**src/rtl/tone_sequencer.sv**
```systemverilog
// rtl/tone_sequencer.sv - square-wave note player with timed duration and silent gap
module tone_sequencer #(
    parameter int CLK_MHZ = 20,
    parameter int CNT_W   = 22,
    parameter int GAP_MS  = 20,
    parameter int MS_W    = 17
) (
    input  logic       clk_i,
    input  logic       rst_n_i,
    input  logic       start_i,
    input  logic [2:0] note_i,
    input  logic [1:0] octave_i,
    input  logic       rest_i,
    input  logic [7:0] dur_ms_i,
    input  logic       mute_i,
    output logic       speaker_o,
    output logic       busy_o,
    output logic       done_o
);

    typedef enum logic [1:0] {
        S_IDLE = 2'd0,
        S_PLAY = 2'd1,
        S_GAP  = 2'd2
    } state_e;

    localparam logic [MS_W-1:0]  MS_LAST  = MS_W'(CLK_MHZ * 1000 - 1);
    localparam logic [MS_W-1:0]  MS_ONE   = MS_W'(1);
    localparam logic [CNT_W-1:0] CNT_ONE  = CNT_W'(1);
    localparam logic [7:0]       GAP_LAST = 8'((GAP_MS > 0) ? GAP_MS - 1 : 0);

    state_e           state_q, state_d;
    logic [CNT_W-1:0] cnt_q, cnt_d;
    logic [CNT_W-1:0] limit_q, limit_d;
    logic [MS_W-1:0]  pre_q, pre_d;
    logic [7:0]       ms_q, ms_d;
    logic [7:0]       dur_q, dur_d;
    logic             rest_q, rest_d;
    logic             tone_q, tone_d;
    logic             busy_q, busy_d;
    logic             done_q, done_d;

    logic [10:0]      hp_us;
    logic [31:0]      hp_clk;
    logic [31:0]      hp_shift;
    logic             tick;

    // Half-period of each note in microseconds, C4..C5
    always_comb begin
        case (note_i)
            3'd0:    hp_us = 11'd1911;
            3'd1:    hp_us = 11'd1703;
            3'd2:    hp_us = 11'd1517;
            3'd3:    hp_us = 11'd1432;
            3'd4:    hp_us = 11'd1276;
            3'd5:    hp_us = 11'd1136;
            3'd6:    hp_us = 11'd1012;
            default: hp_us = 11'd956;
        endcase
    end

    assign hp_clk   = 32'(CLK_MHZ) * {21'd0, hp_us};
    assign hp_shift = hp_clk >> octave_i;
    assign tick     = (pre_q == MS_LAST);

    always_comb begin
        state_d = state_q;
        cnt_d   = cnt_q;
        limit_d = limit_q;
        pre_d   = pre_q;
        ms_d    = ms_q;
        dur_d   = dur_q;
        rest_d  = rest_q;
        tone_d  = tone_q;
        done_d  = 1'b0;

        case (state_q)
            S_IDLE: begin
                if (start_i) begin
                    limit_d = CNT_W'(hp_shift);
                    dur_d   = dur_ms_i;
                    rest_d  = rest_i;
                    cnt_d   = '0;
                    tone_d  = 1'b0;
                    pre_d   = '0;
                    ms_d    = '0;
                    if (dur_ms_i != 8'd0) begin
                        state_d = S_PLAY;
                    end else if (GAP_MS != 0) begin
                        state_d = S_GAP;
                    end else begin
                        done_d = 1'b1;
                    end
                end
            end

            S_PLAY: begin
                if (cnt_q == limit_q - CNT_ONE) begin
                    cnt_d  = '0;
                    tone_d = ~tone_q;
                end else begin
                    cnt_d = cnt_q + CNT_ONE;
                end
                pre_d = tick ? '0 : pre_q + MS_ONE;
                if (tick) begin
                    if (ms_q == dur_q - 8'd1) begin
                        // Leaving PLAY: tone FF and counters restart clean
                        cnt_d  = '0;
                        tone_d = 1'b0;
                        ms_d   = '0;
                        if (GAP_MS != 0) begin
                            state_d = S_GAP;
                        end else begin
                            state_d = S_IDLE;
                            done_d  = 1'b1;
                        end
                    end else begin
                        ms_d = ms_q + 8'd1;
                    end
                end
            end

            S_GAP: begin
                pre_d = tick ? '0 : pre_q + MS_ONE;
                if (tick) begin
                    if (ms_q == GAP_LAST) begin
                        state_d = S_IDLE;
                        done_d  = 1'b1;
                        ms_d    = '0;
                    end else begin
                        ms_d = ms_q + 8'd1;
                    end
                end
            end

            default: begin
                state_d = S_IDLE;
            end
        endcase

        busy_d = (state_d != S_IDLE);
    end

    always_ff @(posedge clk_i or negedge rst_n_i) begin
        if (!rst_n_i) begin
            state_q <= S_IDLE;
            cnt_q   <= '0;
            limit_q <= '0;
            pre_q   <= '0;
            ms_q    <= '0;
            dur_q   <= '0;
            rest_q  <= 1'b0;
            tone_q  <= 1'b0;
            busy_q  <= 1'b0;
            done_q  <= 1'b0;
        end else begin
            state_q <= state_d;
            cnt_q   <= cnt_d;
            limit_q <= limit_d;
            pre_q   <= pre_d;
            ms_q    <= ms_d;
            dur_q   <= dur_d;
            rest_q  <= rest_d;
            tone_q  <= tone_d;
            busy_q  <= busy_d;
            done_q  <= done_d;
        end
    end

    // Mute is a live gate so it acts without waiting for a clock edge
    assign speaker_o = tone_q & (state_q == S_PLAY) & ~rest_q & ~mute_i;
    assign busy_o    = busy_q;
    assign done_o    = done_q;

endmodule

```
**config.mk**
```make
export PLATFORM = sky130hd
export DESIGN_NAME = tone_sequencer
export DESIGN_NICKNAME = d
export VERILOG_FILES = /design/src/rtl/tone_sequencer.sv
export SDC_FILE = /design/constraint.sdc
export NUM_CORES = 1
export LEC_CHECK = 0
export BUFFER_PORTS_ARGS = -buffer_cell sky130_fd_sc_hd__buf_2
export CAP_MARGIN = 20
export CORE_MARGIN = 3
export CORE_UTILIZATION = 50
export DETAILED_ROUTE_END_ITERATION = 8
export GPL_TIMING_DRIVEN = 0
export HOLD_SLACK_MARGIN = 0.02
export PLACE_DENSITY = 0.75
export SYNTH_ARGS = -nofsm -noshare
export SYNTH_HDL_FRONTEND = slang
export SYNTH_SLANG_ARGS = --single-unit
```
**constraint.sdc**
```tcl
create_clock -name clk_i -period 3.4 [get_ports clk_i]
set_input_delay 0 -clock clk_i [delete_from_list [all_inputs] [get_ports clk_i]]
set_output_delay 0 -clock clk_i [all_outputs]
set_load 0.005 [all_outputs]
```
==> metrics, run 1 <==
outcome complete, but fails checks; failing checks negative setup slack; Synth Area per Inst 8.29 µm²; CP Launch Type flip-flop; RR Startpoint limit_q[0]$_DFFE_PN0P_; P&R area growth vs syn 15.9%; area share of the largest cell type after synthesis 33.8%; flops & latches, synth 77; crit-path cells inv_2 > ha_4 > or4b_4 > or2_4 > or4_4 > a2111oi_4 > o2111ai_2 > or4_4 > and3_4 > buf_6 > a221o_1; Starting Density 51.9%; top cells by area, synth dfrtp_1, nand2_1, nor2_1, ha_1, xnor2_1; Post-Syn Area 5700 µm²; Slowest-stage cell, CP or4b_4; critical path class flip-flop to flip-flop; reg2reg path depth 11; register-to-register setup slack -0.11 ns; largest net degree at the start of global routing 42; Clock Power Share 21.4%; die height 113 µm; Core Util, Final 60.1%; internal power 2.47 mW; final instance area 6610 µm²; initial antenna violation count 0; xor-xnor portion of the synthesized cell area 7.84%; EDFF count, synth 0; CORE AREA 11000 µm²; Syn Nets 728; vias post-DR 5376; adder and majority gate portion of the synthesized area 5.05%; commonest cells in the netlist nand2_1, nor2_1, dfrtp_1, o21ai_0, nand3_1; multi-input logic area 3660 µm²; DRT iter0 DRCs 368; Root Driver clkbuf_16; placed cell areas 6070 µm²; required time of the worst setup path 3.62 ns; worst hold path depth 4; post-synthesis sequential area ratio 33.8%; # IOs 21; period utilization 103%; Final TNS setup -1.49 ns; max-cap viol count 0; max-slew violations 0; Layout Cells excl Fill 885; layout cell share with drive strength beyond 1 12.8%; post-route minimum period 3.51 ns; RD Place Congestion 0.926; worst setup margin -0.109 ns; Clock Tree Buf Depth 2; sequential share of power 31.7%; Num CTS Buffers 9; Global Route Usage Sum 24.1%; end of the worst hold path limit_q[0]$_DFFE_PN0P_; DRT Pass-1 Iters 6; cell taking the most area after synthesis dfrtp_1; final net count 781; placed insts 848; Sw Pwr 1.86 mW; # DRC 0; crit end category flip-flop; Worst Path Buf+Inv 2; hold crit path type input port to flip-flop; Clk Latency, worst-skew pair 0.34 ns; ys async rst share 100%; Simple-Gate Fraction of Synth Area 28.3%; Reg2Reg Capture Point cnt_q[6]$_DFFE_PN0P_; critical path's top delay family simple AND/OR/NAND/NOR gates; main combinational cell family by area after synthesis simple AND/OR/NAND/NOR gates; Pleak 2.81 nW; Most used DFF post-synth dfrtp_1; Final Hold Fails 0; vias in the first global route 5330; fillers 950; mux cell area share after synthesis 2.79%; Die X 113 µm; clock skew 0.00689 ns; fmax 285 MHz; CTS tree done; clk slew on worst S/H paths 0.06 ns; Ant. Diodes 0; YS warnings 0; CP peak stage delay 0.47 ns; Comb pwr share 46.9%; Vias per Instance 6.07; critical path fanouts, max 10; H-tree levels 3; HPWL after detailed placement 10400 µm; IR Drop Worst-Case VDD 0.000365 V; Slew HR 46.1%; Compound-Gate Fraction of Synth Area 18.0%; Placement Setup Slack -0.697 ns; # rows 38; sw frac 42.9%; Total Routed Length 14600 µm; Reg area 1930 µm²; full die area 12700 µm²; Port Buf Inserts 20; Least-Margin Pin Slew 0.801 ns; Routed WL per cell 16.5 µm; Netlist cell types 72; Final ANT Viol Nets 0; RSZ-0062 raised after global routing true; WP data arrival 3.73 ns; final setup fails 16; min-delay src octave_i[0]; first-pass GRT wire length 25200 µm; post-synthesis cell count 687; Power per Cell Area 655 nW/µm²; TritonCTS Sinks 77; CP most frequent cell or4_4; total gr overflow 0
-- cell families after synthesis --
kind of cell	after synthesis
DFF	77
and+or+nand+nor	321
AOI/OAI and AO/OA	143
adders and majority gates	23
xor gates and xnor gates	51
buffers and inverters	58
muxes	14
-- flip-flops by register name (all words and copies together) (netlist names) --
signal   cells
tone_q       1
ms_q         8
busy_o       1
limit_q     16
pre_q       17
rest_q       1
cnt_q       22
state_q      2
dur_q        8
done_o       1
-- worst max path at each step --
stage                                 startpoint                    end  depth (start not counted)  slack (ns)
after floorplan           limit_q[0]$_DFFE_PN0P_  cnt_q[17]$_DFFE_PN0P_                         12       -0.17
after global placement    limit_q[2]$_DFFE_PN0P_   cnt_q[9]$_DFFE_PN0P_                          9       -0.62
after detailed placement  limit_q[2]$_DFFE_PN0P_  cnt_q[10]$_DFFE_PN0P_                          9       -0.70
after CTS                 limit_q[0]$_DFFE_PN0P_   cnt_q[6]$_DFFE_PN0P_                         11       -0.11
after global routing      limit_q[0]$_DFFE_PN0P_   cnt_q[6]$_DFFE_PN0P_                         11       -0.20
final                     limit_q[0]$_DFFE_PN0P_   cnt_q[6]$_DFFE_PN0P_                         11       -0.11
-- stage by stage --
stage	power, mW	hold WS [ns]
floorplan	2.78	-0.296
global placement	3.16	0.200
detailed placement	3.24	-0.00960
CTS	4.29	0.0911
global route	4.63	0.135
finish	4.33	0.117
-- metal layers --
layer  track usage (%)  wire length [µm]
met1              30.9              6570
met5                 0                 0
met3              5.03               619
met2              39.2              7060
met4              10.8               381
-- what timing repair did --
action                                  CTS  global route
pin swaps                                 6             1
endpoints found under the hold margin    55             0
resized for setup                         6            12
setup buffers                            12             0
endpoints found under the setup margin   23            24
hold buffers                             11             0
-- worst register-to-register path, cell delays in order (launching register included) --
cell,delay (ns)
dfrtp_1,0.39
inv_2,0.09
ha_4,0.14
or4b_4,0.47
or2_4,0.26
or4_4,0.43
a2111oi_4,0.32
o2111ai_2,0.18
or4_4,0.47
and3_4,0.21
buf_6,0.14
a221o_1,0.30
-- area by class of cell --
| type | instances | share of cell area [%] |
|---|---|---|
| clock buffer | 9 | 3.41 |
| inverter | 22 | 1.25 |
| multi-input combinational | 552 | 55.5 |
| buffer | 34 | 2.27 |
| sequential | 77 | 29.2 |
| clock inverter | 7 | 0.871 |
| timing repair buffer | 44 | 4.89 |
| tap | 140 | 2.65 |
-- cells in the final DEF (no fill, tap or decap), types with 5 or more instances in the layout --
master	netlist	routed
nand2_1	81	81
nor2_1	81	80
dfrtp_1	77	76
o21ai_0	36	36
nand3_1	31	30
clkbuf_1	29	27
xnor2_1	26	26
xor2_1	25	25
ha_1	23	22
nand4_1	20	20
inv_1	21	19
buf_2	2	19
nor3_1	20	18
a21oi_1	18	18
a221o_1	16	16
buf_4	0	15
nand2b_1	14	14
dlygate4sd3_1	0	11
and2_1	10	10
and3_1	10	10
a22o_1	9	9
clkbuf_16	0	9
nor2b_1	8	8
mux2i_1	8	8
nor4_1	6	6
a21o_1	6	6
or2_2	6	6
or4_1	9	5
o211ai_1	5	5
mux2_2	5	5
-- power by group through the flow --
| stage | combinational, mW | sequential, mW | clock (mW) |
|---|---|---|---|
| 6_report | 2.03 | 1.37 | 0.926 |
| 5_1_grt | 2.25 | 1.40 | 0.980 |
| 4_1_cts | 1.98 | 1.36 | 0.945 |
| 3_5_place_dp | 1.85 | 1.40 | 0 |
| 3_3_place_gp | 1.78 | 1.38 | 0 |
| 2_1_floorplan | 1.45 | 1.32 | 0 |
(Power assumes the default switching activity.)
==> run 2: changes to the inputs <==
REMOVE_ABC_BUFFERS = 1   (was not set)
==> metrics, run 2 (synthesis gave the netlist of run 1 again) <==
outcome complete, but fails checks; failing checks negative setup slack; CP peak stage delay 0.51 ns (+0.04 ns); # rows 38 (unchanged); Clock Power Share 23.3% (+1.9 points); DRT iter0 DRCs 445 (+21%); CORE AREA 11000 µm² (unchanged); Global Route Usage Sum 23.0% (-1.1 points); M3 GR Usage 3.26% (-1.8 points); clock skew 0.0105 ns (+0.00360 ns); sw frac 41.6% (-1.3 points); Clock Tree Buf Depth 2 (unchanged); max FFs per register 22 (unchanged); Comb pwr share 44.2% (-2.7 points); Sw Pwr 1.81 mW (-2.4%); Vias per Instance 6.16 (+1.4%); worst setup margin -0.175 ns (-0.0656 ns); WP data arrival 3.80 ns (+0.07 ns); H-tree levels 3 (unchanged); critical path class flip-flop to flip-flop; Total Routed Length 14400 µm (-1.5%); crit end category flip-flop; placed cell areas 5850 µm² (-3.6%); die height 113 µm (unchanged); Final Hold Fails 0 (unchanged); layout cell share with drive strength beyond 1 13.4% (+0.66 points); final setup fails 21 (+5); Num CTS Buffers 9 (unchanged); vias in the first global route 5188 (-2.7%); max-slew violations 0 (unchanged); full die area 12700 µm² (unchanged); hold crit path type input port to flip-flop; Final ANT Viol Nets 0 (unchanged); register with the highest flop count cnt_q; # IOs 21 (unchanged); CTS tree done; Ant. Diodes 0 (unchanged); first-pass GRT wire length 24300 µm (-3.7%); Pleak 2.80 nW (-0.34%); Starting Density 51.9% (unchanged); vias post-DR 5275 (-1.9%); RD Place Congestion 0.910 (-1.8%); HPWL after detailed placement 9780 µm (-6.0%); fillers 926 (-2.5%); global route hottest layer met2; Root Driver clkbuf_16; Slew HR 32.6% (-14 points); CP Launch Type flip-flop; DRT Pass-1 Iters 5 (-1); TritonCTS Sinks 77 (unchanged); max-cap viol count 0 (unchanged); internal power 2.55 mW (+3.1%); required time of the worst setup path 3.62 ns (about the same); Least-Margin Pin Slew 1.01 ns (+0.208 ns); critical path fanouts, max 10 (unchanged); CP most frequent cell or4_4; top flop regs cnt_q x22, pre_q x17, limit_q x16; final hold slack 0.102 ns (-0.0145 ns); # DRC 0 (unchanged); final net count 752 (-3.7%); period utilization 105% (+1.9 points); met2 Use GR 38.9% (-0.36 points); total gr overflow 0 (unchanged); initial antenna violation count 0 (unchanged); most frequent cells in the layout nor2_1, nand2_1, dfrtp_1; Die X 113 µm (unchanged); Routed WL per cell 16.8 µm (+1.9%); largest net degree at the start of global routing 44 (+4.8%); P&R area growth vs syn 15.2%; sequential share of power 32.5% (+0.8 points); IR Drop Worst-Case VDD 0.000391 V (+7.2%); fmax 280 MHz (-1.8%); clk slew on worst S/H paths 0.06 ns (about the same); Placement Setup Slack -0.824 ns (-0.127 ns); Slowest-stage cell, CP or4_4; met1 Use GR 29.5% (-1.4 points); Power per Cell Area 664 nW/µm² (+1.3%); Clk Latency, worst-skew pair 0.34 ns (about the same); RSZ-0062 raised after global routing true; crit-path cells inv_2 > ha_4 > or4b_4 > or2_4 > or4_4 > a2111oi_4 > o2111ai_2 > or4_4 > and3_4 > a221o_1; final instance area 6570 µm² (-0.61%); Port Buf Inserts 20 (unchanged); post-route minimum period 3.57 ns (+0.0656 ns)
run 2: through the flow:
| step | setup TNS [ns] | cells | power [mW] | utilization [%] |
|---|---|---|---|---|
| 2_1_floorplan | -6.34 | 651 | 2.60 | - |
| 3_3_place_gp | -19.74 | 811 | 2.97 | 53.0 |
| 3_5_place_dp | -17.35 | 812 | 3.08 | 53.3 |
| 4_1_cts | -2.57 | 852 | 4.31 | 59.1 |
| 5_1_grt | -4.82 | 856 | 4.62 | 59.8 |
| 6_report | -2.57 | 856 | 4.36 | 59.8 |
run 2: power groups by stage:
stage	logic (mW)	registers, mW	clock network, mW
3_5_place_dp	1.66	1.42	0
6_report	1.93	1.41	1.01
4_1_cts	1.88	1.41	1.02
3_3_place_gp	1.57	1.40	0
5_1_grt	2.12	1.45	1.06
2_1_floorplan	1.27	1.33	0
run 2: what timing repair did:
item                                    4_1_cts  5_1_grt
endpoints found under the setup margin       23       25
hold buffers                                 11        0
resized for setup                            21        7
pin swaps                                    12       10
gates cloned                                  2        1
hold endpoints to repair                     46        0
setup buffers                                11        3
run 2: worst max-delay path: cells and delay by family, from the launching register on:
family	cells	cell delay [ns]
simple gates	5	1.98
buf+inv	1	0.09
fa+ha+maj	1	0.14
compound gates	3	0.83
flops	1	0.39
run 2: cell type report:
type                       instances  area [µm²]  area share [%]
multi-input combinational        554        3680            56.0
sequential                        77        1930            29.4
timing repair buffer              47         379            5.77
clock buffer                      12         267            4.06
tap                              140         175            2.67
inverter                          22        82.6            1.26
clock inverter                     4        55.1           0.839
run 2: worst paths after layout:
kind | from | endpoint | cells after the start | slack, ns
hold reg to reg | cnt_q[19]$_DFFE_PN0P_ | cnt_q[19]$_DFFE_PN0P_ | 1 | 0.52
min in group asynchronous | rst_n_i | dur_q[2]$_DFFE_PN0P_ | 2 | 0.15
setup / recovery | limit_q[1]$_DFFE_PN0P_ | cnt_q[15]$_DFFE_PN0P_ | 10 | -0.17
setup reg to reg | limit_q[1]$_DFFE_PN0P_ | cnt_q[15]$_DFFE_PN0P_ | 10 | -0.17
hold / removal | octave_i[1] | limit_q[0]$_DFFE_PN0P_ | 3 | 0.10
max in group asynchronous | rst_n_i | cnt_q[9]$_DFFE_PN0P_ | 3 | 2.66
run 2: layer usage:
metal	up-vias	share of wire, %
met5	-	0
met4	0	2.4
met3	32	4.1
met2	127	50
met1	2571	44
li1	2545	-
==> run 3: changes to the inputs <==
CORE_UTILIZATION = 57   (was 50)
PLACE_DENSITY = 0.83   (was 0.75)
==> metrics, run 3 (synthesis gave the netlist of run 1 again) <==
vias post-DR 5374 (+1.9%); top flop regs cnt_q x22, pre_q x17, limit_q x16; post-route minimum period 3.55 ns (-0.0289 ns); P&R area growth vs syn 14.1%; CP most frequent cell or4_4; Reg2Reg Capture Point cnt_q[14]$_DFFE_PN0P_; final net count 754 (+0.27%); CORE AREA 9460 µm² (-14%); Die X 106 µm (-6.0%); required time of the worst setup path 3.64 ns (+0.02 ns); vias in the first global route 5178 (-0.19%); Pleak 2.78 nW (-0.68%); end of the critical path cnt_q[14]$_DFFE_PN0P_; Power per Cell Area 647 nW/µm² (-2.5%); initial antenna violation count 0 (unchanged); full die area 11200 µm² (-12%); max-slew violations 0 (unchanged); TritonCTS Sinks 77 (unchanged); clock skew 0.0121 ns (+0.00164 ns); Least-Margin Pin Slew 0.913 ns (-0.0958 ns); period utilization 104% (-0.85 points); CTS tree done; critical path class flip-flop to flip-flop; Clk Latency, worst-skew pair 0.36 ns (+0.02 ns); register with the highest flop count cnt_q; reg2reg path depth 10 (unchanged); total gr overflow 0 (unchanged); critical path fanouts, max 8 (-2); Worst Path Buf+Inv 1 (unchanged); final setup fails 20 (-4.8%); hold crit path type input port to async pin; placed cell areas 5850 µm² (-0.11%); most frequent cells in the layout nor2_1, nand2_1, dfrtp_1; # DRC 0 (unchanged); final instance area 6500 µm² (-1.0%); H-tree levels 3 (unchanged); met1 Use GR 33.4% (+3.9 points); RD Place Congestion 0.934 (+2.7%); failing checks negative setup slack; IR Drop Worst-Case VDD 0.000393 V (+0.38%); Starting Density 60.2% (+8.4 points); CP Launch Type flip-flop; worst setup margin -0.146 ns (+0.0289 ns); max-cap viol count 0 (unchanged); global route hottest layer met2; Routed WL per cell 17.1 µm (+1.7%); largest net degree at the start of global routing 55 (+25%); Port Buf Inserts 20 (unchanged); Slew HR 38.6% (+6.0 points); layout cell share with drive strength beyond 1 13.8% (+0.38 points); critical path depth 10 (unchanged); HPWL after detailed placement 9510 µm (-2.9%); RR Startpoint limit_q[1]$_DFFE_PN0P_; Final Hold Fails 0 (unchanged); crit end category flip-flop; Vias per Instance 6.34 (+3.0%); multi-input logic area 3680 µm² (+0.24%); Critical Path Start limit_q[1]$_DFFE_PN0P_; Final TNS setup -1.95 ns (+0.617 ns); Ant. Diodes 0 (unchanged); CP peak stage delay 0.51 ns (about the same); fillers 735 (-21%); final hold slack 0.0912 ns (-0.0113 ns); Num CTS Buffers 9 (unchanged); # rows 35 (-7.9%); clk slew on worst S/H paths 0.08 ns (+0.02 ns); Final ANT Viol Nets 0 (unchanged); RSZ-0062 raised after global routing true; Root Driver clkbuf_8; Reg area 1930 µm² (about the same); M3 GR Usage 5.04% (+1.8 points); Total Routed Length 14500 µm (+0.60%); DRT iter0 DRCs 346 (-22%); WP data arrival 3.78 ns (-0.02 ns); DRT Pass-1 Iters 5 (unchanged); Clock Tree Buf Depth 2 (unchanged); # IOs 21 (unchanged); max FFs per register 22 (unchanged); first-pass GRT wire length 24700 µm (+1.6%); crit-path cells inv_2 > ha_4 > or4b_4 > or2_4 > or4_4 > a2111oi_4 > o2111ai_2 > or4_4 > and3_4 > a221o_1; Global Route Usage Sum 26.6% (+3.6 points); met2 Use GR 45.8% (+6.9 points); fmax 282 MHz (+0.81%); Slowest-stage cell, CP or4_4; critical path's top delay family simple AND/OR/NAND/NOR gates; register-to-register setup slack -0.15 ns (+0.03 ns); Final Power 4.20 mW (-3.5%); die height 106 µm (-6.0%); outcome complete, but fails checks
## run 3: changes by cell type in the layout (fill, tap and decap cells not counted), sizes merged
cell    before  now
clkinv       2    3
and3        13   14
buf         35   36
clkbuf      13   11
bufinv       1    2
## run 3: repair_timing
| item | 4_1_cts | 5_1_grt |
|---|---|---|
| endpoints found under the hold margin | 88 | 0 |
| endpoints found under the setup margin | 23 | 24 |
| setup buffers | 14 | 1 |
| pin swaps | 12 | 4 |
| hold buffers | 11 | 0 |
| gates cloned | 3 | 1 |
| gates resized for setup | 24 | 6 |
## run 3: area by class of cell
| cell class | count | area share (%) |
|---|---|---|
| multi-input combinational | 555 | 56.7 |
| clock inverter | 6 | 1.33 |
| clock buffer | 10 | 2.12 |
| sequential | 77 | 29.7 |
| timing repair buffer | 48 | 6.37 |
| tap | 129 | 2.48 |
| inverter | 22 | 1.27 |
## run 3: worst min-delay path by stage
stage / slack [ns] / to / depth (start not counted)
2_1_floorplan: -0.30 / busy_o$_DFF_PN0_ / 0
3_3_place_gp: 0.21 / rest_q$_DFFE_PN0P_ / 3
3_5_place_dp: -0.07 / pre_q[12]$_DFFE_PN0P_ / 1
4_1_cts: 0.07 / limit_q[0]$_DFFE_PN0P_ / 3
5_1_grt: 0.1 / pre_q[11]$_DFFE_PN0P_ / 2
6_report: 0.09 / pre_q[12]$_DFFE_PN0P_ / 2
## run 3: where the power goes
group	total, mW	switching, mW	internal, mW
logic	2.01	1.17	0.834
clock network	0.783	0.351	0.432
registers	1.42	0.296	1.12
total	4.20	1.82	2.39
## run 3: metrics by stage
stage                     instances  worst slack, ns  utilization (%)
after floorplan                 651           -0.349                -
after global placement          800            -1.07             61.4
after detailed placement        801           -0.731             61.8
after CTS                       845           -0.157             67.9
after global routing            847           -0.256             68.7
final                           847           -0.146             68.7
## run 3: routing by layer
layer | up-vias | routed length, µm
li1 | 2548 | -
met1 | 2580 | 6240
met2 | 206 | 7050
met3 | 40 | 847
met4 | 0 | 367
met5 | - | 0
